**src/rtl/gf2m_pkg.sv**
```systemverilog
// Shared definitions for the GF(2^M) arithmetic blocks: FSM states,
// standard irreducible polynomials and a counter-width helper.
package gf2m_pkg;

    typedef enum logic [1:0] {
        IDLE = 2'd0,
        RUN  = 2'd1,
        DONE = 2'd2
    } state_e;

    localparam logic [2:0] GF2_POLY_M2 = 3'b111;
    localparam logic [4:0] GF2_POLY_M4 = 5'b10011;
    localparam logic [8:0] GF2_POLY_M8 = 9'h11B;

    // Bits needed to index any coefficient of a 2M-1 bit unreduced product.
    function automatic int cnt_width(input int m);
        return $clog2(2 * m - 1);
    endfunction

endpackage

```
**src/rtl/gf2m_poly_reducer_if.sv**
```systemverilog
// Valid/ready bundle carrying an unreduced product in and a reduced field element out.
interface gf2m_poly_reducer_if #(
    parameter int M = 2
);
    logic             in_valid;
    logic             in_ready;
    logic [2*M-2:0]   c;
    logic             out_valid;
    logic             out_ready;
    logic [M-1:0]     y;

    modport master (
        output in_valid, c, out_ready,
        input  in_ready, out_valid, y
    );

    modport slave (
        input  in_valid, c, out_ready,
        output in_ready, out_valid, y
    );
endinterface

```
**src/rtl/gf2m_reduce_step.sv**
```systemverilog
// One bit-serial reduction step: clears coefficient j of r by folding in POLY << (j-M).
module gf2m_reduce_step
    import gf2m_pkg::*;
#(
    parameter int         M    = 2,
    parameter logic [M:0] POLY = GF2_POLY_M2,
    localparam int        W    = 2 * M - 1,
    localparam int        JW   = cnt_width(M)
) (
    input  logic [W-1:0]  r,
    input  logic [JW-1:0] j,
    output logic [W-1:0]  r_next
);

    logic [W-1:0] poly_ext;
    assign poly_ext = W'(POLY);

    // NOTE: r_next gets a default before the conditional update so no latch is inferred.
    always_comb begin
        r_next = r;
        if (r[j]) begin
            r_next = r ^ (poly_ext << (j - JW'(M)));
        end
    end

endmodule

```
**src/rtl/gf2m_poly_reducer.sv**
```systemverilog
// Bit-serial modular reducer: takes a 2M-1 bit carry-less product and returns it mod POLY
// after a fixed M-1 cycle RUN phase, with valid/ready on both sides.
module gf2m_poly_reducer
    import gf2m_pkg::*;
#(
    parameter int         M    = 2,
    parameter logic [M:0] POLY = GF2_POLY_M2
) (
    input  logic                   clk,
    input  logic                   rst,
    gf2m_poly_reducer_if.slave     bus,
    output logic                   busy
);

    localparam int W  = 2 * M - 1;
    localparam int JW = cnt_width(M);

    generate
        if (M < 2 || POLY[M] !== 1'b1) begin : g_bad_param
            $fatal(1, "gf2m_poly_reducer: need M >= 2 and POLY[M] = 1");
        end
    endgenerate

    state_e        state, state_d;
    logic [W-1:0]  r, r_d, r_step;
    logic [JW-1:0] j, j_d;

    gf2m_reduce_step #(.M(M), .POLY(POLY)) u_step (
        .r      (r),
        .j      (j),
        .r_next (r_step)
    );

    // NOTE: sequential state uses non-blocking assignments so every register samples pre-edge values.
    always_ff @(posedge clk) begin
        if (rst) begin
            state <= IDLE;
            r     <= '0;
            j     <= '0;
        end else begin
            state <= state_d;
            r     <= r_d;
            j     <= j_d;
        end
    end

    always_comb begin
        state_d = state;
        r_d     = r;
        j_d     = j;
        case (state)
            IDLE: begin
                if (bus.in_valid) begin
                    r_d     = bus.c;
                    j_d     = JW'(2 * M - 2);
                    state_d = RUN;
                end
            end
            RUN: begin
                r_d = r_step;
                j_d = j - JW'(1);
                if (j == JW'(M)) begin
                    state_d = DONE;
                end
            end
            DONE: begin
                if (bus.out_ready) begin
                    state_d = IDLE;
                end
            end
            default: state_d = IDLE;
        endcase
    end

    assign bus.in_ready  = (state == IDLE);
    assign bus.out_valid = (state == DONE);
    assign bus.y         = r[M-1:0];
    assign busy          = (state != IDLE);

    // Every high coefficient is cleared by the step that tests it.
    a_high_clear: assert property (@(posedge clk) disable iff (rst)
        (state == DONE) |-> (r[W-1:M] == '0));

endmodule
```
**src/flat_wrapper.sv**
```systemverilog
// flat-port wrapper written by rule: the top's interface ports become plain ports
module gf2m_poly_reducer_flat import gf2m_pkg::*;
#(
    parameter int         M    = 2,
    parameter logic [M:0] POLY = GF2_POLY_M2
)
  (clk, rst, busy, bus_in_valid, bus_c, bus_out_ready, bus_in_ready, bus_out_valid, bus_y);
  gf2m_poly_reducer_if #(.M(M)) bus_i ();
  input  logic clk;
  input  logic rst;
  output logic busy;
  input wire logic [$bits(bus_i.in_valid)-1:0] bus_in_valid;
  input wire logic [$bits(bus_i.c)-1:0] bus_c;
  input wire logic [$bits(bus_i.out_ready)-1:0] bus_out_ready;
  output wire logic [$bits(bus_i.in_ready)-1:0] bus_in_ready;
  output wire logic [$bits(bus_i.out_valid)-1:0] bus_out_valid;
  output wire logic [$bits(bus_i.y)-1:0] bus_y;
  assign bus_i.in_valid = bus_in_valid;
  assign bus_i.c = bus_c;
  assign bus_i.out_ready = bus_out_ready;
  assign bus_in_ready = bus_i.in_ready;
  assign bus_out_valid = bus_i.out_valid;
  assign bus_y = bus_i.y;
  gf2m_poly_reducer #(.M(M), .POLY(POLY)) u_core (.clk(clk), .rst(rst), .bus(bus_i), .busy(busy));
endmodule
```
**config.mk**
```make
export PLATFORM = sky130hd
export DESIGN_NAME = gf2m_poly_reducer_flat
export DESIGN_NICKNAME = d
export VERILOG_FILES = /design/src/rtl/gf2m_pkg.sv /design/src/rtl/gf2m_poly_reducer_if.sv /design/src/rtl/gf2m_reduce_step.sv /design/src/rtl/gf2m_poly_reducer.sv /design/src/flat_wrapper.sv
export SDC_FILE = /design/constraint.sdc
export NUM_CORES = 1
export LEC_CHECK = 0
export CORE_AREA = 2 2 39 41
export DETAILED_ROUTE_END_ITERATION = 10
export DIE_AREA = 0 0 41 43
export HOLD_SLACK_MARGIN = 0.08
export PLACE_DENSITY = 0.64
export SLEW_MARGIN = 20
export SYNTH_ARGS = -nofsm -noshare
export SYNTH_HDL_FRONTEND = slang
export SYNTH_HIERARCHICAL = 1
export SYNTH_SLANG_ARGS = --single-unit
```
**constraint.sdc**
```tcl
create_clock -name clk -period 2.71 [get_ports clk]
set_input_delay 0.4065 -clock clk [delete_from_list [all_inputs] [get_ports clk]]
set_output_delay 0.4065 -clock clk [all_outputs]
set_load 0.005 [all_outputs]
```
== After elaboration in Yosys (flattened, before gate mapping) ==
Cells that the tools add are included.
Cells by class
  bitwise logic cells: 1
  equality and inequality tests: 7
  reductions and logical operators: 6
  magnitude comparators: 1
  add/sub/neg operators: 2
  shifts and indexed selects: 1
  muxes and demuxes: 11
Operator list (count)
  2-to-1 mux 2 bit: 4
  2-to-1 mux 3 bit: 2
  inequality test 2 bit (second input constant): 3
  case mux 2 bit (3 select lines): 1
  case mux 3 bit (2 select lines): 1
  AND reduction 3 bit: 2
  equality test 2 bit (second input constant): 2
  case mux 2 bit (2 select lines): 1
  nonzero test 2 bit: 2
  < comparator 2 x 3 -> 1 bit (second input constant): 1
  left shift 3 x 2 -> 3 bit (first input constant): 1
  XOR 3 bit: 1
  binary-select mux 1 bit (select 2 bit): 1
  equality test 2 x 1 -> 1 bit (second input constant): 1
  zero test 2 bit: 1
  inequality test 2 x 1 -> 1 bit (second input constant): 1
  AND reduction 2 bit: 1
  subtractor 2 x 1 -> 2 bit (second input constant): 1
  subtractor 2 bit (second input constant): 1
  2-to-1 mux 1 bit: 1
Word-level totals
  output and inout bits: 5
  word-level logic and storage cells: 32
  register bits after elaboration: 7
  input bits: 7

== Longest topological paths before layout ==
Gate-level depths: netlist of the first run.
  depth after elaboration: 5
  gate-level depth with buffers: 4
  gate-level depth less buffers: 4

== Hierarchy ==
Netlist of the first run, hierarchy kept.
Modules (own cells, without submodules)
  gf2m_poly_reducer: cells an instance 41, times used 1, sequential area each 140.1 um^2, area an instance 404.1 um^2
  gf2m_reduce_step: cells an instance 6, times used 1, sequential area each 0.0 um^2, area an instance 50.0 um^2

== Least setup slack after synthesis of the first run ==
No wires, ideal clock.
  path kind: reg-to-output
  start: register u_core.state[0]
  end: output port bus_in_ready
  required time: 2.304 ns
  stages on the path, launching flop included: 4
  buffers on the path: 1
  setup slack: 1.454 ns
  data arrival time: 0.850 ns
  path through: dfxtp_1 > buf_4 > or2_2 > inv_1
Between the ends
  word-level cells in the longest chain between the ends: 1
Ends and longest elaborated chain
  start: declaration: line gf2m_poly_reducer.sv:24  | state_e state, state_d;
  start signal: assignment: line gf2m_poly_reducer.sv:41  | state <= state_d;
  zero test 2 bit: line gf2m_poly_reducer.sv:75  | assign bus.in_ready = (state == IDLE);
  end: declaration: line flat_wrapper.sv:15  | output wire logic [$bits(bus_i.in_ready)-1:0] bus_in_ready;
Every way passes these cells.

== Worst setup path after layout of the first run ==
  start: register u_core.state[1]
  end: output port bus_in_ready
Same word-level chain as after synthesis.

==> impl_results.md, run 1 <==
* CP delay by family, top: buffers and inverters
* RSZ-0062 raised after global routing: no
* Starting Density at 32.82%
* Synthesis-to-finish area growth at 27.00%
* R2R cell count at 2
* Syn Area/Cell at 9.664 um^2
* Area after DPL at 550.5 um^2
* Worst Hold Endpoint: u_core/r[2]$_SDFFE_PP0P_
* WP data arrival at 1.57 ns
* Worst Path Max Fanout at 14
* Std cell rows at 14
* Final setup skew at 0.005185 ns
* Root Driver: clkbuf_4
* Run status: completed
* Internal power at 0.0002204 W
* Synth Register Bits at 7
* WP data required at 2.30 ns
* Post-synthesis sequential area ratio at 30.85%
* GRT overflow at 0
* WL/cell at 11.54 um
* Clock Path Buffers at 2
* Hold Fails Final Rpt at 0
* Min Tclk post-route at 1.980 ns
* HP Class: reg -> reg
* Buf+Inv Stages, Crit Path at 2
* Clock share of power at 31.6%
* Flop pwr share at 43.4%
* Slowest Stage Delay on Critical Path at 0.48 ns
* Nets at 67
* Peak supply drop at 0.1639 mV
* Vias post-DR at 365
* DR iter-0 viols at 17
* Tot Pwr at 0.0003065 W
* Period utilisation layout at 73.05%
* Final setup viols at 0
* H-tree level count at 1
* Worst-path cell chain: or2_2 -> inv_1 -> clkdlybuf4s50_1
* Port bufs at 11
* Number of routed nets with antenna violations at 0
* Synth cell count leaders: 7 x dfxtp_1, 7 x inv_1, 4 x nor4b_1
* Switch share at 28.11%
* Post-CTS Setup Bufs at 0
* Worst path slowest cell: clkdlybuf4s50_1
* Total GRT Usage at 11.36%
* Die Area at 1763 um^2
* Leak at 0.2094 nW
* Hold path depth at 2
* CTS tree: built
* FFs w/ async S/R, synth at 0%
* Setup CP Type: reg -> out
* Most used flip-flop cell after synthesis: dfxtp_1
* Die width at 41 um
* Hold_sp: u_core/r[2]$_SDFFE_PP0P_
* Core area at 1384 um^2
* Least-Margin Pin Slew at 0.4552 ns
* DPL Wire Length at 582.3 um
* Syn Inst Count at 47
* Clock sinks at 7
* Ports at 12
* Largest net degree at the start of global routing at 16
* Die Height at 43 um
* Share of layout cells above drive strength 1 at 13.79%
* Syn Nets at 55
* Hold WS at 0.5116 ns
* DR vias/cell at 4.932
* Worst r2r dst: u_core/r[1]$_SDFFE_PP0P_
* First-pass GRT wire length at 1311 um
* Cts repair resizes at 0
* Clock buffer count from CTS at 3
* Pwr Density at 531.4 nW/um^2
* CTS Hold Bufs at 0
* Residual DRC at 0
* Synth Warn # at 6
* Endpoint class of the critical path: primary output
* Ant. Diodes at 0
* GPL Wtd Cong at 0.7238
* Startpoint types: flip-flop
* Initial antenna violation count at 0
* Max-Cap Viols at 0
* Largest cells by area after synthesis: dfxtp_1 31%, nor4b_1 7.7%, a2111oi_1 6.6%
* Worst-path clk slew at 0.06 ns
* First-pass DRT Iterations at 4
* Combinational share of power at 25.0%
* Setup_tns at 0 ns
* Post-synth EDFFs at 0
* Mapped cell area at 454.2 um^2
* Peak Freq at 505.2 MHz
* Fin area at 576.8 um^2
* R2R Setup Slk at 1.33 ns
* Max-slew violations at 0
* DRT Wirelength at 854 um
* Area leader, netlist: dfxtp_1
* Clock Latency Late Sink at 0.25 ns
* Rel. slew slack at 69.61%
* Synth unique cells at 21
* Vias in the first global route at 334
* Post-synth top area share at 30.85%
* FF-to-FF Start: u_core/state[0]$_SDFFE_PP0P_
* Sw Pwr at 0.00008615 W
==> worst max-delay path by stage <==
stage                                            start           end  cells after the start
after global placement    u_core/state[1]$_SDFFE_PP0P_  bus_in_ready                      3
after detailed placement  u_core/state[1]$_SDFFE_PP0P_  bus_in_ready                      3
after floorplan           u_core/state[0]$_SDFFE_PP0P_  bus_in_ready                      3
final                     u_core/state[1]$_SDFFE_PP0P_  bus_in_ready                      3
after global routing      u_core/state[1]$_SDFFE_PP0P_  bus_in_ready                      3
after CTS                 u_core/state[1]$_SDFFE_PP0P_  bus_in_ready                      3
==> registers in the layout, indices dropped and copies added (netlist names) <==
signal        count
u_core/state      2
u_core/r          3
u_core/j          2
==> metrics by stage <==
| step | util, % | setup slack [ns] | instances |
|---|---|---|---|
| 6_report | 41.68 | 0.7305 | 74 |
| 5_1_grt | 41.68 | 0.6240 | 74 |
| 4_1_cts | 41.68 | 0.7156 | 74 |
| 3_5_place_dp | 39.78 | 0.9964 | 70 |
| 3_3_place_gp | 39.78 | 1.010 | 70 |
| 2_1_floorplan | - | 1.454 | 47 |
==> final cells by class <==
type	instances	area, um^2
multi-input combinational	29	254.0
fill	136	807.0
sequential	7	140.1
clock buffer	4	26.28
tap	16	20.02
timing repair buffer	11	110.1
inverter	7	26.28
==> kinds of logic (layout without fill, tap and decap cells) <==
family | Yosys count | in the layout | share of synthesized area [%]
compound gates | 9 | 9 | 16.53
flops | 7 | 7 | 30.85
xor+xnor | 2 | 2 | 3.857
fa+ha+maj | 1 | 1 | 2.754
buf+inv | 11 | 22 | 13.22
simple gates | 17 | 17 | 32.78
==> cell usage in the layout, fill, tap and decap left out, drive strengths merged, types with 3 or more instances in the layout <==
master	n
a2111oi	3
clkbuf	4
clkdlybuf4s50	11
dfxtp	7
inv	7
nor3b	5
nor4b	5
==> metal layers <==
| layer | GRT usage, % | vias up | wire length, um |
|---|---|---|---|
| met2 | 15.63 | 8 | 382 |
| li1 | - | 192 | - |
| met4 | 12.00 | 0 | 0 |
| met3 | 2.094 | 0 | 42 |
| met1 | 13.23 | 165 | 430 |
| met5 | 0 | - | 0 |
==> power by group through the flow <==
stage / Sequential [W] / Combinational [W] / Clock [W]
2_1_floorplan: 0.000127 / 0.0000562 / 0
3_3_place_gp: 0.000134 / 0.0000756 / 0
3_5_place_dp: 0.000135 / 0.0000763 / 0
4_1_cts: 0.000133 / 0.0000767 / 0.000102
5_1_grt: 0.000136 / 0.0000847 / 0.000105
6_report: 0.000133 / 0.0000766 / 0.0000970
==> tightest hold or removal path: cells and delay by family (launching register included) <==
kind,cells,cell delay (ns)
DFF,1,0.34
buffers and inverters,1,0.06
AOI/OAI and AO/OA,1,0.06
Power figures use the tool's default switching activity.
==> inputs of run 2 (changes only) <==
==> constraint.sdc (replaced) <==
create_clock -name clk -period 2.1 [get_ports clk]
set_input_delay 0.315 -clock clk [delete_from_list [all_inputs] [get_ports clk]]
set_output_delay 0.315 -clock clk [all_outputs]
set_load 0.005 [all_outputs]
==> results of run 2 <==
Same layout as run 1 (identical final DEF). Status: completed.
Main changes from that run: setup slack after placement 0.9964 ns -> 0.4779 ns; setup slack after layout 0.7305 ns -> 0.2120 ns; register-to-register setup slack 1.33 ns -> 0.72 ns; total power 0.0003065 W -> 0.0003955 W; worst IR drop on VDD 0.1639 mV -> 0.2115 mV
==> inputs of run 3 (changes only) <==
--- a/config.mk
+++ b/config.mk
@@ -5,11 +5,13 @@
 export SDC_FILE = /design/constraint.sdc
 export NUM_CORES = 1
 export LEC_CHECK = 0
-export CORE_AREA = 2 2 39 41
+export CELL_PAD_IN_SITES_DETAIL_PLACEMENT = 1
+export CELL_PAD_IN_SITES_GLOBAL_PLACEMENT = 1
+export CORE_MARGIN = 2
+export CORE_UTILIZATION = 33
 export DETAILED_ROUTE_END_ITERATION = 10
-export DIE_AREA = 0 0 41 43
 export HOLD_SLACK_MARGIN = 0.08
-export PLACE_DENSITY = 0.64
+export PLACE_DENSITY = 0.77
 export SLEW_MARGIN = 20
 export SYNTH_ARGS = -nofsm -noshare
 export SYNTH_HDL_FRONTEND = slang
==> run 3 against run 2 <==
Compared with the run above:
- total power rose by 0.39%
- sequential power barely moved
- highest routed layer unchanged
- critical path depth did not move
- setup slack got worse by 0.024 ns
- global-route usage rose by 2.2 points
- non-clock buffer count did not move
- fmax fell by 1.2%
==> impl_results.md, run 3 (synthesis gave the netlist of run 1 again) <==
* Run status: completed (unchanged)
* Hold Fails Final Rpt at 0 (unchanged)
* Top reg by flops: u_core/r (unchanged)
* Vias post-DR at 370 (was 365)
* Worst path slowest cell: clkdlybuf4s50_1 (unchanged)
* Startpoint types: flip-flop (unchanged)
* WL/cell at 12.70 um (was 11.54 um)
* DR iter-0 viols at 4 (was 17)
* DPL Wire Length at 658.1 um (was 582.3 um)
* Met3 Use GR at 3.261% (was 2.094%)
* Rel. slew slack at 67.15% (was 69.61%)
* Fin area at 575.6 um^2 (was 576.8 um^2)
* DRT Wirelength at 927 um (was 854 um)
* Die Area at 1689 um^2 (was 1763 um^2)
* CTS Hold Bufs at 0 (unchanged)
* Clock Path Buffers at 2 (unchanged)
* Worst-path clk slew at 0.06 ns (about the same)
* Max-Cap Viols at 0 (unchanged)
* GRT overflow at 0 (unchanged)
* Clock sinks at 7 (unchanged)
* Worst-path cell chain: or2_2 -> inv_1 -> clkdlybuf4s50_1 (unchanged)
* Root Driver: clkbuf_4 (unchanged)
* RSZ-0062 raised after global routing: no (unchanged)
* Std cell rows at 13 (was 14)
* Die Height at 41.10 um (was 43 um)
* Residual DRC at 0 (unchanged)
* Starting Density at 34.90% (was 32.82%)
* Ant. Diodes at 0 (unchanged)
* Total GRT Usage at 13.57% (was 11.36%)
* Least-Margin Pin Slew at 0.4921 ns (was 0.4552 ns)
* Most common cell after layout, fill and taps aside: clkdlybuf4s50_1 (unchanged)
* Vias in the first global route at 334 (unchanged)
* CTS tree: built (unchanged)
* Clock buffer count from CTS at 3 (unchanged)
* Die width at 41.10 um (was 41 um)
* Hold WS at 0.4945 ns (was 0.5116 ns)
* WP data arrival at 1.60 ns (was 1.57 ns)
* Nets at 67 (unchanged)
* Largest registers: u_core/r (3), u_core/j (2), u_core/state (2) (unchanged)
* Cts repair resizes at 0 (unchanged)
* Setup WS pre-CTS at 0.4660 ns (was 0.4779 ns)
* H-tree level count at 1 (unchanged)
* Post-CTS Setup Bufs at 0 (unchanged)
* Peak Freq at 523.1 MHz (was 529.7 MHz)
* Setup_tns at 0 ns (unchanged)
* Number of routed nets with antenna violations at 0 (unchanged)
* Clock Latency Late Sink at 0.25 ns (about the same)
* Max-slew violations at 0 (unchanged)
* Min Tclk post-route at 1.912 ns (was 1.888 ns)
* Initial antenna violation count at 0 (unchanged)
* Largest net degree at the start of global routing at 16 (unchanged)
* Core area at 1301 um^2 (was 1384 um^2)
* M1 GR Usage at 17.36% (was 13.23%)
* HP Class: reg -> reg (unchanged)
* WP data required at 1.78 ns (about the same)
* Area after DPL at 549.3 um^2 (was 550.5 um^2)
* Max reg flops at 3 (unchanged)
* First-pass DRT Iterations at 4 (unchanged)
* DR vias/cell at 5.068 (was 4.932)
* Final setup viols at 0 (unchanged)
* Worst Path Max Fanout at 14 (unchanged)
* Post-layout util at 44.23% (was 41.68%)
* GPL Wtd Cong at 0.6781 (was 0.7238)
* Final setup skew at 0.003047 ns (was 0.005185 ns)
* Slowest Stage Delay on Critical Path at 0.48 ns (about the same)
* Period utilisation layout at 91.03% (was 89.91%)
* Pwr Density at 689.9 nW/um^2 (was 685.8 nW/um^2)
* Synthesis-to-finish area growth at 26.72% (was 27.00%)
* Share of layout cells above drive strength 1 at 13.79% (unchanged)
* Busiest grt layer: met2 (unchanged)
* Setup CP Type: reg -> out (unchanged)
* Port bufs at 11 (unchanged)
* Peak supply drop at 0.3228 mV (was 0.2115 mV)
* First-pass GRT wire length at 1483 um (was 1311 um)
* # fillers at 165 (was 136)
* Ports at 12 (unchanged)
* Leak at 0.2094 nW (unchanged)
* Global Route met2 Usage at 20.70% (was 15.63%)
* Most frequent cells in the layout: 11 x clkdlybuf4s50_1, 7 x inv_1, 7 x dfxtp_1 (unchanged)
* Endpoint class of the critical path: primary output (unchanged)
* PnR worst setup slack at 0.1884 ns (was 0.2120 ns)
## run 3: layer usage
metal	wire length, um	share of wire (%)
met1	498	54
met2	392	42
met3	36	3.9
met4	0	0
met5	0	0
## run 3: final cells by class
cell class                      instances  area, um^2  area share, %
Multi-Input combinational cell         29       254.0          44.13
Sequential cell                         7       140.1          24.35
Timing Repair Buffer                   11       110.1          19.13
Clock buffer                            4       26.28          4.565
Inverter                                7       26.28          4.565
Tap cell                               15       18.77          3.261
## run 3: per-stage QoR
stage / total power, W / cells
after global placement: 0.0002705 / 69
after global routing: 0.0004319 / 73
after floorplan: 0.0002370 / 47
after CTS: 0.0004037 / 73
final: 0.0003971 / 73
after detailed placement: 0.0002740 / 69
## run 3: final timing paths
path / start / to / slack, ns / depth (start not counted)
setup reg to reg: u_core/state[0]$_SDFFE_PP0P_ / u_core/r[0]$_SDFFE_PP0P_ / 0.75 / 2
hold reg to reg: u_core/r[1]$_SDFFE_PP0P_ / u_core/r[1]$_SDFFE_PP0P_ / 0.49 / 2
hold / removal: u_core/r[1]$_SDFFE_PP0P_ / u_core/r[1]$_SDFFE_PP0P_ / 0.49 / 2
setup / recovery: u_core/state[1]$_SDFFE_PP0P_ / bus_in_ready / 0.19 / 3
## run 3: power by group
part	switching (W)	leakage [nW]	internal, W
clock network	0.0000538	0.0150	0.0000728
logic	0.0000348	0.136	0.0000639
registers	0.0000242	0.0580	0.000148
## run 3: worst max-delay path: cells and delay by family (launching register included)
kind                   cells  cell delay (ns)
and+or+nand+nor            1             0.35
DFF                        1             0.46
buffers and inverters      2             0.54
